<file path="src/rtl/ps2_key_decoder.sv">
// PS/2 keyboard receiver: frames raw PS/2 bits, checks parity and stop, and turns make codes into
// one-cycle 4-bit calculator key events with break/extended-prefix and typematic-repeat handling.
module ps2_key_decoder #(
  parameter int TIMEOUT_CYCLES = 50000,
  parameter int CNT_W          = 16
) (
  input  logic       clock,
  input  logic       rst,
  input  logic       ps2_clk,
  input  logic       ps2_data,
  output logic [3:0] key_value,
  output logic       key_valid,
  output logic [7:0] scan_byte,
  output logic       frame_err
);

  typedef enum logic [1:0] {IDLE, RECV, DONE} state_t;

  // bit 0 = ps2_clk, bit 1 = ps2_data; both idle high on the bus.
  logic [1:0] pins;
  logic [1:0] sync_bits;
  assign pins = {ps2_data, ps2_clk};

  generate
    for (genvar gi = 0; gi < 2; gi++) begin : g_sync
      logic meta_reg;
      logic sync_reg;
      always_ff @(posedge clock) begin
        if (rst) begin
          meta_reg <= 1'b1;
          sync_reg <= 1'b1;
        end else begin
          meta_reg <= pins[gi];
          sync_reg <= meta_reg;
        end
      end
      assign sync_bits[gi] = sync_reg;
    end
  endgenerate

  logic clk_s;
  logic data_s;
  logic clk_prev_reg;
  logic fall;
  assign clk_s  = sync_bits[0];
  assign data_s = sync_bits[1];
  assign fall   = clk_prev_reg & ~clk_s;

  state_t           state_reg;
  logic [3:0]       bit_cnt_reg;
  logic [CNT_W-1:0] cnt_reg;
  logic [7:0]       shift_reg;
  logic             parity_reg;
  logic             stop_reg;
  logic             brk_reg;
  logic             ext_reg;
  logic             held_valid_reg;
  logic [7:0]       held_code_reg;

  logic       frame_ok;
  logic       map_hit;
  logic [3:0] map_val;
  logic       is_repeat;

  assign frame_ok  = (^{shift_reg, parity_reg}) & stop_reg;
  assign is_repeat = held_valid_reg && (shift_reg == held_code_reg);

  always_comb begin
    map_hit = 1'b1;
    map_val = 4'd0;
    case (shift_reg)
      8'h45, 8'h70: map_val = 4'd0;
      8'h16, 8'h69: map_val = 4'd1;
      8'h1E, 8'h72: map_val = 4'd2;
      8'h26, 8'h7A: map_val = 4'd3;
      8'h25, 8'h6B: map_val = 4'd4;
      8'h2E, 8'h73: map_val = 4'd5;
      8'h36, 8'h74: map_val = 4'd6;
      8'h3D, 8'h6C: map_val = 4'd7;
      8'h3E, 8'h75: map_val = 4'd8;
      8'h46, 8'h7D: map_val = 4'd9;
      8'h79:        map_val = 4'd10;
      8'h4E, 8'h7B: map_val = 4'd11;
      8'h7C:        map_val = 4'd12;
      8'h4A:        map_val = 4'd13;
      8'h5A, 8'h55: map_val = 4'd14;
      8'h76:        map_val = 4'd15;
      default:      map_hit = 1'b0;
    endcase
  end

  always_ff @(posedge clock) begin
    if (rst) begin
      state_reg      <= IDLE;
      clk_prev_reg   <= 1'b1;
      bit_cnt_reg    <= 4'd0;
      cnt_reg        <= '0;
      shift_reg      <= 8'h00;
      parity_reg     <= 1'b0;
      stop_reg       <= 1'b0;
      brk_reg        <= 1'b0;
      ext_reg        <= 1'b0;
      held_valid_reg <= 1'b0;
      held_code_reg  <= 8'h00;
      key_value      <= 4'd0;
      key_valid      <= 1'b0;
      scan_byte      <= 8'h00;
      frame_err      <= 1'b0;
    end else begin
      clk_prev_reg <= clk_s;
      key_valid    <= 1'b0;
      frame_err    <= 1'b0;
      case (state_reg)
        IDLE: begin
          if (fall && !data_s) begin
            state_reg   <= RECV;
            bit_cnt_reg <= 4'd0;
            cnt_reg     <= '0;
          end
        end
        RECV: begin
          if (fall) begin
            cnt_reg     <= '0;
            bit_cnt_reg <= bit_cnt_reg + 4'd1;
            if (bit_cnt_reg < 4'd8) begin
              shift_reg <= {data_s, shift_reg[7:1]};
            end else if (bit_cnt_reg == 4'd8) begin
              parity_reg <= data_s;
            end else begin
              stop_reg  <= data_s;
              state_reg <= DONE;
            end
          end else if (cnt_reg == CNT_W'(TIMEOUT_CYCLES - 1)) begin
            // Device stalled mid-frame: drop the partial byte, prefixes untouched.
            state_reg <= IDLE;
            frame_err <= 1'b1;
          end else begin
            cnt_reg <= cnt_reg + 1'b1;
          end
        end
        DONE: begin
          state_reg <= IDLE;
          if (!frame_ok) begin
            frame_err <= 1'b1;
          end else begin
            scan_byte <= shift_reg;
            if (shift_reg == 8'hF0) begin
              brk_reg <= 1'b1;
            end else if (shift_reg == 8'hE0) begin
              ext_reg <= 1'b1;
            end else begin
              brk_reg <= 1'b0;
              ext_reg <= 1'b0;
              if (brk_reg) begin
                if (is_repeat) held_valid_reg <= 1'b0;
              end else if (map_hit && !is_repeat) begin
                key_value      <= map_val;
                key_valid      <= 1'b1;
                held_code_reg  <= shift_reg;
                held_valid_reg <= 1'b1;
              end
            end
          end
        end
        default: state_reg <= IDLE;
      endcase
    end
  end

endmodule
</file>
<file path="config.mk">
export PLATFORM = sky130hd
export DESIGN_NAME = ps2_key_decoder
export DESIGN_NICKNAME = d
export VERILOG_FILES = /design/src/rtl/ps2_key_decoder.sv
export SDC_FILE = /design/constraint.sdc
export NUM_CORES = 1
export LEC_CHECK = 0
export BUFFER_PORTS_ARGS = -buffer_cell sky130_fd_sc_hd__buf_2
export CAP_MARGIN = 25
export CORE_MARGIN = 1.5
export CORE_UTILIZATION = 30
export DETAILED_ROUTE_END_ITERATION = 7
export HOLD_SLACK_MARGIN = 0.1
export SYNTH_ARGS = -nofsm -noshare
export SYNTH_HDL_FRONTEND = slang
export SYNTH_SLANG_ARGS = --single-unit
</file>
<file path="constraint.sdc">
create_clock -name clock -period 4.6 [get_ports clock]
set_clock_uncertainty 0.15 [all_clocks]
set_input_delay 0.46 -clock clock [delete_from_list [all_inputs] [get_ports clock]]
set_output_delay 0.46 -clock clock [all_outputs]
set_load 0.01 [all_outputs]
</file>
# Yosys cells after proc, flatten, opt, wreduce, memory -nomap -nowiden
# Index checks and enable logic that the tools add are counted.
[classes] n_addsub=2 n_mul=0 div=0 magnitude_cmp=1 n_eq_ne=43 shift=0 muxes=25 n_bitwise=10 n_reduce_logical=32
[ops] operator="equality test 8 x 7 -> 1 bit (second input constant)" n=20
[ops] operator="case mux 4 bit (15 select lines)" n=1
[ops] operator="equality test 8 x 6 -> 1 bit (second input constant)" n=6
[ops] operator="two-way mux 16 bit" n=3
[ops] operator="case mux 16 bit (2 select lines)" n=1
[ops] operator="OR reduction 28 bit" n=1
[ops] operator="OR reduction 2 bit" n=11
[ops] operator="adder 16 x 1 -> 16 bit (second input constant)" n=1
[ops] operator="equality test 16 bit (second input constant)" n=1
[ops] operator="equality test 8 x 5 -> 1 bit (second input constant)" n=2
[ops] operator="equality test 8 bit (second input constant)" n=2
[ops] operator="inequality test 3 bit (second input constant)" n=4
[ops] operator="AND reduction 3 bit" n=4
[ops] operator="AND reduction 4 bit" n=3
[ops] operator="AND reduction 6 bit" n=2
[ops] operator="two-way mux 1 bit" n=10
[ops] operator="two-way mux 2 bit" n=5
[ops] operator="parity 9 bit" n=1
[ops] operator="equality test 8 bit" n=1
[ops] operator="two-way mux 4 bit" n=2
[ops] operator="inverter 1 bit" n=8
[ops] operator="case mux 4 bit (2 select lines)" n=1
[ops] operator="inequality test 2 bit (second input constant)" n=3
[ops] operator="OR reduction 6 bit" n=1
[ops] operator="other kinds (14)" n=19
[word_totals] ff_bits=61 latch_bits=0 mem_bits_rw=0 romBits=0 in_bits=4 output_inout_bits=14 mem_count=0

# Depth between registers and ports, before layout
# Gate-level depths: netlist of the first run.
[logic_depth] ltp_word=6 mapped_depth=9

# Worst setup path after synthesis of the first run
# Ideal clock, no wire load.
[synth_timing] path_type="reg-to-reg" start="register shift_reg[2]" end="register key_value[2]" setup_ns=0.121 arrival_time_ns=2.325 setup_slack_ns=2.004 stages_incl_launch_ff=9 n_path_buf=2 path_cell_list="dfxtp_1 -> buf_6 -> xnor2_2 -> xnor3_1 -> xnor2_2 -> or4b_4 -> a31o_1 -> buf_6 -> mux2_4"
[synth_between] elab_chain_len=5
[synth_lines] item="from (decl)" line_no="52" rtl="logic [7:0] shift_reg;"
[synth_lines] item="from (signal assigned)" line_no="126" rtl="shift_reg <= {data_s, shift_reg[7:1]};"
[synth_lines] item="equality test 8 x 7 -> 1 bit, or another cell as far along" line_no="71" rtl="case (shift_reg)"
[synth_lines] item="OR reduction 28 bit (no source line) or logical AND 1 bit (tied branches)"
[synth_lines] item="two-way mux 1 bit or zero test 1 bit (tied branches)" line_no="71, 156"
[synth_lines] item="logical AND 1 bit" line_no="156" rtl="end else if (map_hit && !is_repeat) begin"
[synth_lines] item="AND reduction 6 bit (no source line)"
[synth_lines] item="to (signal assigned)" line_no="157" rtl="key_value <= map_val;"
[synth_lines] item="to (decl)" line_no="11" rtl="output logic [3:0] key_value,"
# Parallel ways exist; a longest one is shown, timed or not.
# A chain may end at the register's enable or synchronous reset.

# Worst setup path in the final report of the first run
# Same ends and word-level chain as after synthesis.

==> reports/qor.txt, run 1 <==
Clk sinks: 61
Post-Layout Cell Count: 566
Final setup viols: 0
Final period util: 0.724
Initial antenna violation count: 0
Post-Syn Area per Cell: 8.33 um2
Die height: 111 um
CTS tree: done
Worst EP required: 4.66 ns
Buffer count from post-CTS setup fixing: 0
Setup slack at placement: 1.19 ns
CP startpoint kind: register
DRT Wirelength: 7890 um
CTS Buf Count: 9
Via count: 2960
Max Fclk: 0.300 GHz
Clock Latency Late Sink: 0.33 ns
Crit-path max FO: 25
Post-DRT Antenna Nets: 0
Critical Path End Type: register
Crit path time final: 3.33 ns
CTS max path bufs: 2
Seq/Total Area, Yosys: 0.352
Global-route wire length before repair: 13500 um
Mapped cell area: 3470 um2
Pin count of the biggest net entering global routing: 61
Layout cells sized above 1: 0.128
Inserted Diodes: 0
Final core occ: 0.350
Final #Nets: 428
Num rows: 39
# IOs: 18
Status: finished, final reports clean
Largest register FFs: 16
PnR worst setup slack: 1.27 ns
Final hold vios: 0
Crit path from: shift_reg[2]
Slew margin rel.: 0.378
CTS root buffer: clkbuf_16
Die Area: 12200 um2
YS warnings: 0
Placed Cells: 549
Cts repair resizes: 0
IO buf count: 17
Prevailing post-synth register cell: dfxtp_1
DP Wirelength: 5300 um
Core area: 11400 um2
Leak: 1.34 nW
Worst r2r src: shift_reg[2]
Layout area overhead: 14.7%
DRC errors left: 0
Setup TNS: 0 ns
Post-synth EDFFs: 0
Initial DRC Count: 157
Gpl congestion: 0.812
RSZ-0062 raised after global routing: false
Hold Crit Class: input pin to register
Met3 wire length: 258 um
Library cells used by synthesis: 59
Most frequent cells in the layout: dfxtp_1, nand2_1, nor2_1
Initial Utilization: 0.305
Slew @ Worst Pin: 0.934 ns
Hold EP: g_sync[0].meta_reg
Worst Path Arrival: 3.39 ns
Worst R2R Path Depth: 6
WHS: 0.165 ns
Worst hold path depth: 2
Vias per cell: 5.23
Clock-pin slew on the worst setup and hold paths: 0.05 ns
Highest metal used: met4
Syn nets: 427
Hold path start: ps2_clk
Global Route Usage Sum: 0.132
Max-slew violations: 0
Reg-to-reg critical path endpoint: key_value[2]
H-Tree Depth: 3
Max-cap violations: 0
Hold-fix buffers at CTS: 0
Peak VDD IR: 218 uV
Pre-antenna DRT Iters: 4
Number of global-route vias before repair: 2871
Yosys reg bits: 61
Pwr dens: 374 nW/um2
WL met1: 3660 um
Synth async-reset ratio: 0
Total gr overflow: 0
Die Wd: 111 um
Avg WL per Cell: 13.9 um
Post-Synthesis Cells: 417
Reg2Reg Setup Slack: 1.27 ns
Most common cell after layout, fill and taps aside: dfxtp_1
DR WL met2: 3800 um
Crit Path Class: register to register
## power by group
part	internal (W)	switching, W
sequential	0.000543	0.0000126
combinational	0.0000627	0.0000934
clock	0.000542	0.000238
total	0.00115	0.000344
## metal layers
| layer | vias to the layer above | GRT usage |
|---|---|---|
| met5 | - | 0 |
| met4 | 0 | 0.0504 |
| met3 | 21 | 0.0346 |
| met2 | 57 | 0.226 |
| met1 | 1397 | 0.159 |
| li1 | 1485 | - |
## synth_stat cells (9+ instances only)
cell type / number / area share
mux2i_1: 13 / 0.037
nand2_1: 33 / 0.036
nand2b_1: 26 / 0.047
nor2_1: 32 / 0.035
xnor2_1: 17 / 0.043
dfxtp_1: 61 / 0.35
nand3b_1: 11 / 0.024
inv_1: 13 / 0.014
nor3_1: 9 / 0.013
nand3_1: 12 / 0.017
a21oi_1: 21 / 0.030
o21ai_0: 24 / 0.035
clkbuf_1: 21 / 0.023
nand4_1: 9 / 0.016
## worst max path at each step
stage,to,depth (start not counted)
detailed placement,key_value[2],6
global placement,key_value[2],6
CTS,key_value[2],6
global route,key_value[2],6
finish,key_value[2],6
floorplan,key_value[2],8
## cells by family (layout without fill, tap and decap cells)
group / after synthesis / in the layout / share of synthesized area
muxes: 15 / 15 / 0.0450
DFF: 61 / 61 / 0.352
adders and majority gates: 6 / 6 / 0.0216
AOI/OAI and AO/OA: 80 / 80 / 0.147
buffers and inverters: 44 / 50 / 0.0548
and+or+nand+nor: 183 / 183 / 0.301
xor gates and xnor gates: 28 / 28 / 0.0789
## per-stage QoR
step / cell area [um2] / total power (W)
after floorplan: 3470 / 0.000686
after global placement: 3620 / 0.000718
after detailed placement: 3620 / 0.000722
after CTS: 3970 / 0.00151
after global routing: 3980 / 0.00155
final: 3980 / 0.00149
## worst max-delay path: stages, from the launching register on
cell and delay, ns:
dfxtp_1 0.91, xnor2_2 0.20, xnor3_1 0.46, xnor2_2 0.25
or4b_4 0.53, a31o_1 0.36, mux2_4 0.35
## final cells by class
type / instances / area [um2]
fill: 1158 / 7390
multi-input combinational: 312 / 2070
sequential: 61 / 1220
clock buffer: 10 / 239
tap: 143 / 179
timing repair buffer: 21 / 116
clock inverter: 6 / 110
inverter: 13 / 48.8
No activity file was read; power rests on OpenSTA's default activity.
==> inputs of run 2 (changes only) <==
clock period = 3.2 ns   (was 4.6 ns; I/O delays follow)
==> run 2 against run 1 <==
  * Global-route usage grew 0.86 points
  * Combinational power grew 47%
  * Setup slack got worse by 0.99 ns
  * Hold slack got worse by 0.0039 ns
  * Final area grew 1.8%
  * Sequential power increased by 44%
  * Utilization is 0.62 points higher
  * Critical path depth rose by 2
  * Wire length increased by 2.7%
  * Largest power group unchanged
  * Highest routed layer unchanged
==> reports/qor.txt, run 2 (same netlist as run 1, synthesis figures left out) <==
Status: finished, final reports clean
Global Route Usage Sum: 0.141 (+0.00862)
Final #Nets: 440 (+2.8%)
CTS Buf Count: 9 (unchanged)
Reg2Reg Setup Slack: 0.28 ns (-0.99 ns)
CP startpoint kind: register
Max-slew violations: 0 (unchanged)
CTS max path bufs: 2 (unchanged)
Worst r2r src: shift_reg[0]
DRT Wirelength: 8110 um (+2.7%)
Gpl congestion: 0.827 (+1.8%)
WL met1: 3770 um (+3.1%)
# IOs: 18 (unchanged)
Max-cap violations: 0 (unchanged)
Pin count of the biggest net entering global routing: 48 (-21%)
Most frequent cells in the layout: dfxtp_1, nand2_1, nor2_1
Slew @ Worst Pin: 0.741 ns (-0.192 ns)
Largest register FFs: 16 (unchanged)
CTS root buffer: clkbuf_16
Hold EP: cnt_reg[1]
Leak: 1.40 nW (+4.4%)
Clock Latency Late Sink: 0.33 ns (about the same)
DRC errors left: 0 (unchanged)
Pwr dens: 512 nW/um2 (+37%)
CTS tree: done
Num rows: 39 (unchanged)
Overall power: 0.00207 W (+39%)
Critical Path End Type: register
Peak VDD IR: 342 uV (+57%)
Setup TNS: 0 ns (unchanged)
Inserted Diodes: 0 (unchanged)
DP Wirelength: 5590 um (+5.6%)
Post-DRT Antenna Nets: 0 (unchanged)
Avg WL per Cell: 14.0 um (+0.60%)
Via count: 2970 (+0.34%)
H-Tree Depth: 3 (unchanged)
Layout area overhead: 16.7%
Crit path time final: 2.92 ns (-0.411 ns)
Crit Path Class: register to register
Worst hold path depth: 2 (unchanged)
Die Wd: 111 um (unchanged)
Number of global-route vias before repair: 3046 (+6.1%)
Max Fclk: 0.343 GHz (+14%)
Final period util: 0.912 (+0.188)
Buffer count from post-CTS setup fixing: 0 (unchanged)
Worst R2R Path Depth: 8 (+2)
Vias per cell: 5.14 (-1.7%)
Worst Path Arrival: 3.03 ns (-0.36 ns)
Initial Utilization: 0.305 (unchanged)
Total gr overflow: 0 (unchanged)
Met3 wire length: 287 um (+11%)
IO buf count: 17 (unchanged)
Clk sinks: 61 (unchanged)
Hold Crit Class: input pin to register
Slew margin rel.: 0.505 (+0.128)
Highest metal used: met4
Layout cells sized above 1: 0.152 (+0.0241)
Initial antenna violation count: 0 (unchanged)
Final setup viols: 0 (unchanged)
Global-route wire length before repair: 14300 um (+6.1%)
Die height: 111 um (unchanged)
Core area: 11400 um2 (unchanged)
Most common cell after layout, fill and taps aside: dfxtp_1
Pre-antenna DRT Iters: 4 (unchanged)
RSZ-0062 raised after global routing: false
DR WL met2: 3890 um (+2.4%)
Reg-to-reg critical path endpoint: held_code_reg[2]
Die Area: 12200 um2 (unchanged)
Initial DRC Count: 245 (+56%)
Final hold vios: 0 (unchanged)
Hold path start: rst
Worst EP required: 3.31 ns (-1.35 ns)
Clock-pin slew on the worst setup and hold paths: 0.05 ns (about the same)
Crit-path max FO: 20 (-20%)
-- run 2: cell count changes in the layout (fill, tap and decap cells not counted), sizes merged --
| cell | delta |
|---|---|
| buf | +11 |
| clkinv | +2 |
| dlygate4sd3 | +2 |
| bufinv | -1 |
| clkinvlp | -1 |
| dlymetal6s2s | -1 |
-- run 2: layout make-up --
type | instances | area, um2
inverters | 13 | 48.8
well taps | 143 | 179
repair buffers | 33 | 210
clock buffers | 10 | 239
fillers | 1155 | 7320
flip-flops and latches | 61 | 1220
clock inverters | 6 | 86.3
multi-input cells | 312 | 2070
-- run 2: through the flow --
| stage | cells | setup slack, ns | instance area [um2] | hold slack (ns) | utilization |
|---|---|---|---|---|---|
| 2_1_floorplan | 417 | 0.604 | 3470 | 0.239 | - |
| 3_3_place_gp | 560 | 0.373 | 3710 | 0.250 | 0.326 |
| 3_5_place_dp | 560 | 0.327 | 3710 | 0.253 | 0.326 |
| 4_1_cts | 578 | 0.304 | 4050 | 0.157 | 0.356 |
| 5_1_grt | 578 | 0.0596 | 4050 | 0.189 | 0.356 |
| 6_report | 578 | 0.282 | 4050 | 0.162 | 0.356 |
-- run 2: report_power, final --
part / internal [W] / leakage [nW] / switching, W / total, W
Combinational: 0.0000919 / 0.745 / 0.000137 / 0.000229
Sequential: 0.000780 / 0.493 / 0.0000179 / 0.000798
Clock: 0.000700 / 0.158 / 0.000347 / 0.00105
Total: 0.00157 / 1.40 / 0.000502 / 0.00207
-- run 2: what timing repair did --
action	4_1_cts	5_1_grt
endpoints found under the hold margin	2	0
resized for setup	0	0
hold buffers	2	0
-- run 2: layer usage --
metal,GRT usage,vias up
met4,0.0513,0
met2,0.236,52
li1,-,1500
met3,0.0428,18
met1,0.170,1400
met5,0,-
-- run 2: how the worst max path moves through the flow --
stage,startpoint,to,slack [ns],cells after the start
finish,shift_reg[0],held_code_reg[2],0.28,8
global route,shift_reg[0],held_code_reg[4],0.06,8
CTS,shift_reg[0],held_code_reg[2],0.30,8
detailed placement,shift_reg[0],held_code_reg[2],0.33,8
global placement,shift_reg[0],held_code_reg[6],0.37,8
floorplan,shift_reg[2],key_value[2],0.60,8
-- run 2: worst max-delay path, cell delays in order (launching register included) --
cell,delay [ns]
dfxtp_1,0.80
nor2_1,0.14
nand3b_1,0.12
a2111oi_0,0.11
buf_4,0.19
nor4_1,0.52
a31o_1,0.42
buf_4,0.22
mux2i_1,0.18
